==> src/rtl/reorder_buffer.sv <==
// In-order commit buffer: allocates one entry per issued instruction, captures ALU/LSB results,
// and retires at most one ready head entry per cycle. A mispredicted conditional branch raises flush.
module reorder_buffer #(
  parameter int XLEN            = 32,
  parameter int ROB_SIZE_WIDTH  = 3,
  parameter int REG_CNT_WIDTH   = 5,
  parameter int INST_TYPE_WIDTH = 6,
  parameter logic [INST_TYPE_WIDTH-1:0] INST_HALT = 6'd63,
  parameter logic [INST_TYPE_WIDTH-1:0] INST_BEQ  = 6'd10,
  parameter logic [INST_TYPE_WIDTH-1:0] INST_BNE  = 6'd11,
  parameter logic [INST_TYPE_WIDTH-1:0] INST_BLT  = 6'd12,
  parameter logic [INST_TYPE_WIDTH-1:0] INST_BGE  = 6'd13,
  parameter logic [INST_TYPE_WIDTH-1:0] INST_BGEU = 6'd14,
  parameter logic [INST_TYPE_WIDTH-1:0] INST_BLTU = 6'd15,
  parameter logic [INST_TYPE_WIDTH-1:0] INST_SB   = 6'd20,
  parameter logic [INST_TYPE_WIDTH-1:0] INST_SH   = 6'd21,
  parameter logic [INST_TYPE_WIDTH-1:0] INST_SW   = 6'd22
) (
  input  logic                       clk,
  input  logic                       rst,
  input  logic                       i_stall,
  input  logic                       i_decoder_ready,
  input  logic [INST_TYPE_WIDTH-1:0] i_decoder_inst_type,
  input  logic [REG_CNT_WIDTH-1:0]   i_decoder_rd,
  input  logic                       i_decoder_pred_jump,
  input  logic                       i_alu_ready,
  input  logic [ROB_SIZE_WIDTH-1:0]  i_alu_rob_id,
  input  logic [XLEN-1:0]            i_alu_val,
  input  logic                       i_alu_jump,
  input  logic [XLEN-1:0]            i_alu_target_pc,
  input  logic                       i_lsb_ready,
  input  logic [ROB_SIZE_WIDTH-1:0]  i_lsb_rob_id,
  input  logic [XLEN-1:0]            i_lsb_val,
  input  logic [ROB_SIZE_WIDTH-1:0]  i_qry1_id,
  input  logic [ROB_SIZE_WIDTH-1:0]  i_qry2_id,
  output logic                       o_qry1_ready,
  output logic                       o_qry2_ready,
  output logic [XLEN-1:0]            o_qry1_val,
  output logic [XLEN-1:0]            o_qry2_val,
  output logic                       o_rob_ready,
  output logic [REG_CNT_WIDTH-1:0]   o_rob_rd,
  output logic [XLEN-1:0]            o_rob_val,
  output logic [ROB_SIZE_WIDTH-1:0]  o_rob_head_id,
  output logic [ROB_SIZE_WIDTH-1:0]  o_rob_tail_id,
  output logic                       o_rob_full,
  output logic                       o_flush,
  output logic [XLEN-1:0]            o_rob_correct_pc,
  output logic                       o_rob_halt
);

  localparam int DEPTH = 1 << ROB_SIZE_WIDTH;
  localparam logic [ROB_SIZE_WIDTH:0]   FULL_COUNT = (ROB_SIZE_WIDTH+1)'(DEPTH);
  localparam logic [ROB_SIZE_WIDTH:0]   CNT_ONE    = (ROB_SIZE_WIDTH+1)'(1);
  localparam logic [ROB_SIZE_WIDTH-1:0] ID_ONE     = ROB_SIZE_WIDTH'(1);

  logic                       r_busy   [DEPTH];
  logic                       r_ready  [DEPTH];
  logic [INST_TYPE_WIDTH-1:0] r_type   [DEPTH];
  logic [REG_CNT_WIDTH-1:0]   r_rd     [DEPTH];
  logic [XLEN-1:0]            r_val    [DEPTH];
  logic                       r_pred   [DEPTH];
  logic                       r_jump   [DEPTH];
  logic [XLEN-1:0]            r_target [DEPTH];

  logic [ROB_SIZE_WIDTH-1:0]  r_head;
  logic [ROB_SIZE_WIDTH-1:0]  r_tail;
  logic [ROB_SIZE_WIDTH:0]    r_count;

  logic                       r_rob_ready;
  logic [REG_CNT_WIDTH-1:0]   r_rob_rd;
  logic [XLEN-1:0]            r_rob_val;
  logic                       r_flush;
  logic [XLEN-1:0]            r_correct_pc;
  logic                       r_halt;

  logic                       w_full;
  logic                       w_issue;
  logic                       w_commit;
  logic                       w_mispredict;
  logic                       w_head_cond;
  logic                       w_head_no_rd;
  logic                       w_lsb_wb;
  logic [ROB_SIZE_WIDTH:0]    w_count_next;

  function automatic logic is_cond_branch(input logic [INST_TYPE_WIDTH-1:0] t);
    return (t == INST_BEQ) || (t == INST_BNE) || (t == INST_BLT) ||
           (t == INST_BGE) || (t == INST_BGEU) || (t == INST_BLTU);
  endfunction

  function automatic logic is_store(input logic [INST_TYPE_WIDTH-1:0] t);
    return (t == INST_SB) || (t == INST_SH) || (t == INST_SW);
  endfunction

  assign w_full       = (r_count == FULL_COUNT);
  assign w_issue      = !i_stall && i_decoder_ready && !w_full && !r_flush && !r_halt;
  assign w_commit     = r_busy[r_head] && r_ready[r_head] && !r_halt && !r_flush;
  assign w_head_cond  = is_cond_branch(r_type[r_head]);
  assign w_head_no_rd = w_head_cond || is_store(r_type[r_head]) || (r_type[r_head] == INST_HALT);
  assign w_mispredict = w_commit && w_head_cond && (r_pred[r_head] != r_jump[r_head]);
  // ALU takes priority if both ports ever name the same entry
  assign w_lsb_wb     = i_lsb_ready && !(i_alu_ready && (i_alu_rob_id == i_lsb_rob_id));

  always_comb begin
    w_count_next = r_count;
    if (w_issue && !w_commit) begin
      w_count_next = r_count + CNT_ONE;
    end else if (!w_issue && w_commit) begin
      w_count_next = r_count - CNT_ONE;
    end
  end

  always_ff @(posedge clk or posedge rst) begin
    if (rst) begin
      r_head       <= '0;
      r_tail       <= '0;
      r_count      <= '0;
      r_rob_ready  <= 1'b0;
      r_rob_rd     <= '0;
      r_rob_val    <= '0;
      r_flush      <= 1'b0;
      r_correct_pc <= '0;
      r_halt       <= 1'b0;
      for (int i = 0; i < DEPTH; i++) begin
        r_busy[i]   <= 1'b0;
        r_ready[i]  <= 1'b0;
        r_type[i]   <= '0;
        r_rd[i]     <= '0;
        r_val[i]    <= '0;
        r_pred[i]   <= 1'b0;
        r_jump[i]   <= 1'b0;
        r_target[i] <= '0;
      end
    end else begin
      r_rob_ready <= 1'b0;
      r_flush     <= 1'b0;

      if (i_alu_ready && r_busy[i_alu_rob_id]) begin
        r_ready[i_alu_rob_id]  <= 1'b1;
        r_val[i_alu_rob_id]    <= i_alu_val;
        r_jump[i_alu_rob_id]   <= i_alu_jump;
        r_target[i_alu_rob_id] <= i_alu_target_pc;
      end
      if (w_lsb_wb && r_busy[i_lsb_rob_id]) begin
        r_ready[i_lsb_rob_id] <= 1'b1;
        r_val[i_lsb_rob_id]   <= i_lsb_val;
      end

      if (w_commit && !w_mispredict) begin
        r_rob_ready     <= 1'b1;
        r_rob_rd        <= w_head_no_rd ? '0 : r_rd[r_head];
        r_rob_val       <= r_val[r_head];
        r_busy[r_head]  <= 1'b0;
        r_ready[r_head] <= 1'b0;
        r_head          <= r_head + ID_ONE;
        if (r_type[r_head] == INST_HALT) begin
          r_halt <= 1'b1;
        end
      end

      // Result fields are cleared on allocation so a HALT commit reports a clean value
      if (w_issue) begin
        r_busy[r_tail]   <= 1'b1;
        r_ready[r_tail]  <= (i_decoder_inst_type == INST_HALT);
        r_type[r_tail]   <= i_decoder_inst_type;
        r_rd[r_tail]     <= i_decoder_rd;
        r_val[r_tail]    <= '0;
        r_pred[r_tail]   <= i_decoder_pred_jump;
        r_jump[r_tail]   <= 1'b0;
        r_target[r_tail] <= '0;
        r_tail           <= r_tail + ID_ONE;
      end

      r_count <= w_count_next;

      // Mispredict squashes everything, including same-edge issue and writebacks
      if (w_mispredict) begin
        r_flush      <= 1'b1;
        r_correct_pc <= r_target[r_head];
        r_head       <= '0;
        r_tail       <= '0;
        r_count      <= '0;
        for (int i = 0; i < DEPTH; i++) begin
          r_busy[i]  <= 1'b0;
          r_ready[i] <= 1'b0;
        end
      end
    end
  end

  assign o_qry1_ready = r_busy[i_qry1_id] &&
                        (r_ready[i_qry1_id] ||
                         (i_alu_ready && (i_alu_rob_id == i_qry1_id)) ||
                         (i_lsb_ready && (i_lsb_rob_id == i_qry1_id)));
  assign o_qry1_val   = (i_alu_ready && (i_alu_rob_id == i_qry1_id)) ? i_alu_val :
                        (i_lsb_ready && (i_lsb_rob_id == i_qry1_id)) ? i_lsb_val :
                        r_val[i_qry1_id];
  assign o_qry2_ready = r_busy[i_qry2_id] &&
                        (r_ready[i_qry2_id] ||
                         (i_alu_ready && (i_alu_rob_id == i_qry2_id)) ||
                         (i_lsb_ready && (i_lsb_rob_id == i_qry2_id)));
  assign o_qry2_val   = (i_alu_ready && (i_alu_rob_id == i_qry2_id)) ? i_alu_val :
                        (i_lsb_ready && (i_lsb_rob_id == i_qry2_id)) ? i_lsb_val :
                        r_val[i_qry2_id];

  assign o_rob_ready      = r_rob_ready;
  assign o_rob_rd         = r_rob_rd;
  assign o_rob_val        = r_rob_val;
  assign o_rob_head_id    = r_head;
  assign o_rob_tail_id    = r_tail;
  assign o_rob_full       = w_full;
  assign o_flush          = r_flush;
  assign o_rob_correct_pc = r_correct_pc;
  assign o_rob_halt       = r_halt;

endmodule

==> config.mk <==
export PLATFORM = sky130hd
export DESIGN_NAME = reorder_buffer
export DESIGN_NICKNAME = d
export VERILOG_FILES = /design/src/rtl/reorder_buffer.sv
export SDC_FILE = /design/constraint.sdc
export NUM_CORES = 2
export LEC_CHECK = 0
export BUFFER_PORTS_ARGS = -buffer_cell sky130_fd_sc_hd__buf_4
export CAP_MARGIN = 20
export CORE_MARGIN = 8
export CORE_UTILIZATION = 31
export CTS_CLUSTER_SIZE = 40
export DETAILED_ROUTE_END_ITERATION = 10
export MAX_ROUTING_LAYER = met4
export SLEW_MARGIN = 10
export SYNTH_ARGS = -nofsm -noshare
export SYNTH_HDL_FRONTEND = slang
export SYNTH_SLANG_ARGS = --single-unit
==> constraint.sdc <==
create_clock -name clk -period 40.7 [get_ports clk]
set_input_delay 2.035 -clock clk [delete_from_list [all_inputs] [get_ports clk]]
set_output_delay 2.035 -clock clk [all_outputs]
set_load 0.02 [all_outputs]
==> qor.yml <==
grt-ovfl-total: 0
setup_viol: 0
grt_antenna_before_repair: 23
synth_ff_type: "dfrtp_1"
critPathLaunchType: "primary input"
coreArea_mm2: 0.133
postLayoutCoreUtil_pct: 35.6
slew_violations: 0
hold_ws_ns: 0.488
hpwlAfterDp_um: 95600
final_cell_mix: "nand2_1 (799), dfrtp_1 (711), mux2i_1 (369)"
cts_max_level: 3
status: "completed"
whs_endpoint: "r_pred[4]"
grt_pass1_vias: 34606
grt_usage_pct: 22.4
grt_pass1_wl_um: 242000
viasPerCell: 5.85
syn_to_final_growth_pct: 14.1
synth-edff-count: 0
cts_resized: 0
numCtsBuffers: 84
reg2reg_slack_ns: 35.66
powerDensity_mw_per_mm2: 78.4
dieArea_mm2: 0.146
r2r_cells: 11
cp_num_buf_inv: 4
avgSynthCellArea_um2: 9.85
synthDistinctLibCells: 81
p_leak_nw: 20.9
tightest_slew_ns: 1.20
cts_sinks: 714
fmax_mhz: 141
rsz0062_at_grt: "false"
first_iter_violations: 4400
io_pins: 272
clock_latency_ns: 0.71
syn-num-nets: 4355
crit_type: "in -> out"
cts_tree: "yes"
min-delay-start: "r_pred[4]"
clkTransAtPathRegs_ns: 0.06
slowest_delay_ns: 0.62
dr.pass1.iters: 9
r2r_start: "o_rob_head_id[0]"
hp-class: "reg -> reg"
final.period_utilization_pct: 17.4
ir_drop_uv: 36.6
max_cap_violations: 0
root_buffer: "clkbuf_16"
hold_path_depth: 1
yosysSeqAreaShare_pct: 43.0
start_util_pct: 31.2
cp_cell_sequence: "buf_4, buf_4, xnor2_1, and4_2, buf_4, o21ai_0, buf_4"
std_cell_rows: 134
cp.required_ns: 38.66
cts_buffer_depth: 3
yosysWarnings: 0
routed_wirelength_um: 166000
async_reset_ff_share_pct: 100
cp_common_cell: "buf_4"
port_buffers: 271
gp_routability_congestion: 0.867
min_period_ns: 7.10
r2r_end: "o_rob_val[15]"
relSlewSlack_pct: 20.0
chipHeight_um: 382
yosysTopAreaCell: "dfrtp_1"
drc_errors: 0
ys_ff_latch: 714
wl_per_cell_um: 27.4
cp_max_fo: 64
syn-cell-area_mm2: 0.0416
cts_setup_buffers: 0
antenna_left: 0
synth.area.top_cells: "dfrtp_1 (43%), mux2i_1 (8.9%), mux4_2 (8.3%)"
vias: 35344
grt_max_degree: 189
crit_family: "buffers and inverters"
fin_setup_tns_ns: 0
finalNetCount: 4317
die_w_um: 382
drive_gt1_share_pct: 21.5
finalWorstSetupSlack_ns: 33.60
crit_path_end_kind: "output pin"
crit_slowest_cell: "buf_4"
postCtsHoldBufs: 0
fin_skew_ns: 0.0437
synth_top_cell_area_share_pct: 43.0
syn_inst: 4223
layout.cells.most_common: "nand2_1"
arrival_ns: 5.06
place_ws_ns: 33.66
hold_viol: 0
sequential cells by signal (all words and copies together) (netlist names), 3 cells and up:
signal and flops:
r_type 48, r_target 256, r_busy 8, o_rob_val 32, r_pred 8, o_rob_tail_id 3, r_jump 8, r_rd 40
o_rob_head_id 3, r_ready 8, r_count 4, o_rob_correct_pc 32, r_val 256, o_rob_rd 5
cells by family (layout without fill, tap and decap cells):
family | Yosys count | in the layout | share of synthesized area (%)
compound gates | 976 | 976 | 14.8
xor+xnor | 20 | 20 | 0.421
fa+ha+maj | 5 | 5 | 0.169
buf+inv | 491 | 520 | 5.22
flops | 714 | 714 | 43.0
mux | 755 | 755 | 23.9
other cells | 0 | 23 | 0
simple gates | 1262 | 1262 | 12.5
layer usage:
metal  share of wire, %  vias up  GRT usage (%)  wire (um)
li1                   -    15080              -          -
met1                 40    17751           28.8      66600
met2                 45     2082           33.8      75200
met3                 10      431           5.75      17200
met4                4.2        0           9.13       6900
met5                  0        -              -          0
worst max-delay path by stage:
| stage | start | end | slack, ns | depth (start not counted) |
|---|---|---|---|---|
| 3_3_place_gp | i_qry1_id[1] | o_qry1_ready | 33.70 | 9 |
| 2_1_floorplan | rst | o_flush | 18.64 | 1 |
| 3_5_place_dp | i_qry1_id[1] | o_qry1_ready | 33.66 | 9 |
| 6_report | i_qry2_id[1] | o_qry2_val[0] | 33.60 | 7 |
| 4_1_cts | i_qry1_id[1] | o_qry1_ready | 33.65 | 9 |
| 5_1_grt | i_qry2_id[1] | o_qry2_val[31] | 33.53 | 7 |
layout make-up:
type                       count  area, um2
sequential                   714      17900
clock inverter                25        349
antenna                       23       57.6
tap                         1768       2210
multi-input combinational   3018      21700
fill                       13376      85800
inverter                      11       48.8
clock buffer                 128       2470
timing repair buffer         356       2740
cells in the mapped netlist (6+ instances only):
| library cell | instances |
|---|---|
| buf_6 | 8 |
| nand2b_1 | 8 |
| inv_1 | 8 |
| mux4_2 | 153 |
| a22oi_1 | 31 |
| a221o_1 | 21 |
| dfrtp_1 | 714 |
| nor2b_1 | 7 |
| a221oi_1 | 48 |
| mux2i_1 | 369 |
| buf_2 | 90 |
| o21ai_0 | 210 |
| mux2_2 | 182 |
| o221ai_1 | 14 |
| nand3b_1 | 6 |
| mux2_1 | 8 |
| nor2_1 | 330 |
| o211ai_1 | 11 |
| xnor2_1 | 15 |
| nand3_1 | 47 |
| a211oi_1 | 241 |
| a21oi_1 | 329 |
| mux2_4 | 40 |
| nand4_1 | 8 |
| clkbuf_1 | 272 |
| a22o_1 | 15 |
| nand2_1 | 799 |
| buf_1 | 69 |
| o22ai_1 | 18 |
| nor3_1 | 7 |
| buf_4 | 37 |
| o32ai_1 | 9 |
report_power, final:
group	internal (mW)	switching [mW]
combinational	0.736	0.882
sequential	1.03	0.288
clock	0.448	0.336
worst register-to-register path: stages, from the launching register on:
cell and delay (ns):
dfrtp_4 0.93, buf_4 0.67, nor2b_4 0.40, buf_4 0.60, a22oi_1 0.16, nand3_1 0.14
nor3b_4 0.18, buf_4 0.39, o21ai_4 0.15, inv_2 0.14, buf_4 0.67, mux2_2 0.46
metrics by stage:
stage,instance area (um2),std cells,power [mW]
global route,47500,6043,3.92
floorplan,41600,4223,2.37
CTS,47300,6018,3.71
detailed placement,44500,5865,2.92
global placement,44500,5864,2.88
finish,47500,6043,3.72
Power figures use the tool's default switching activity.
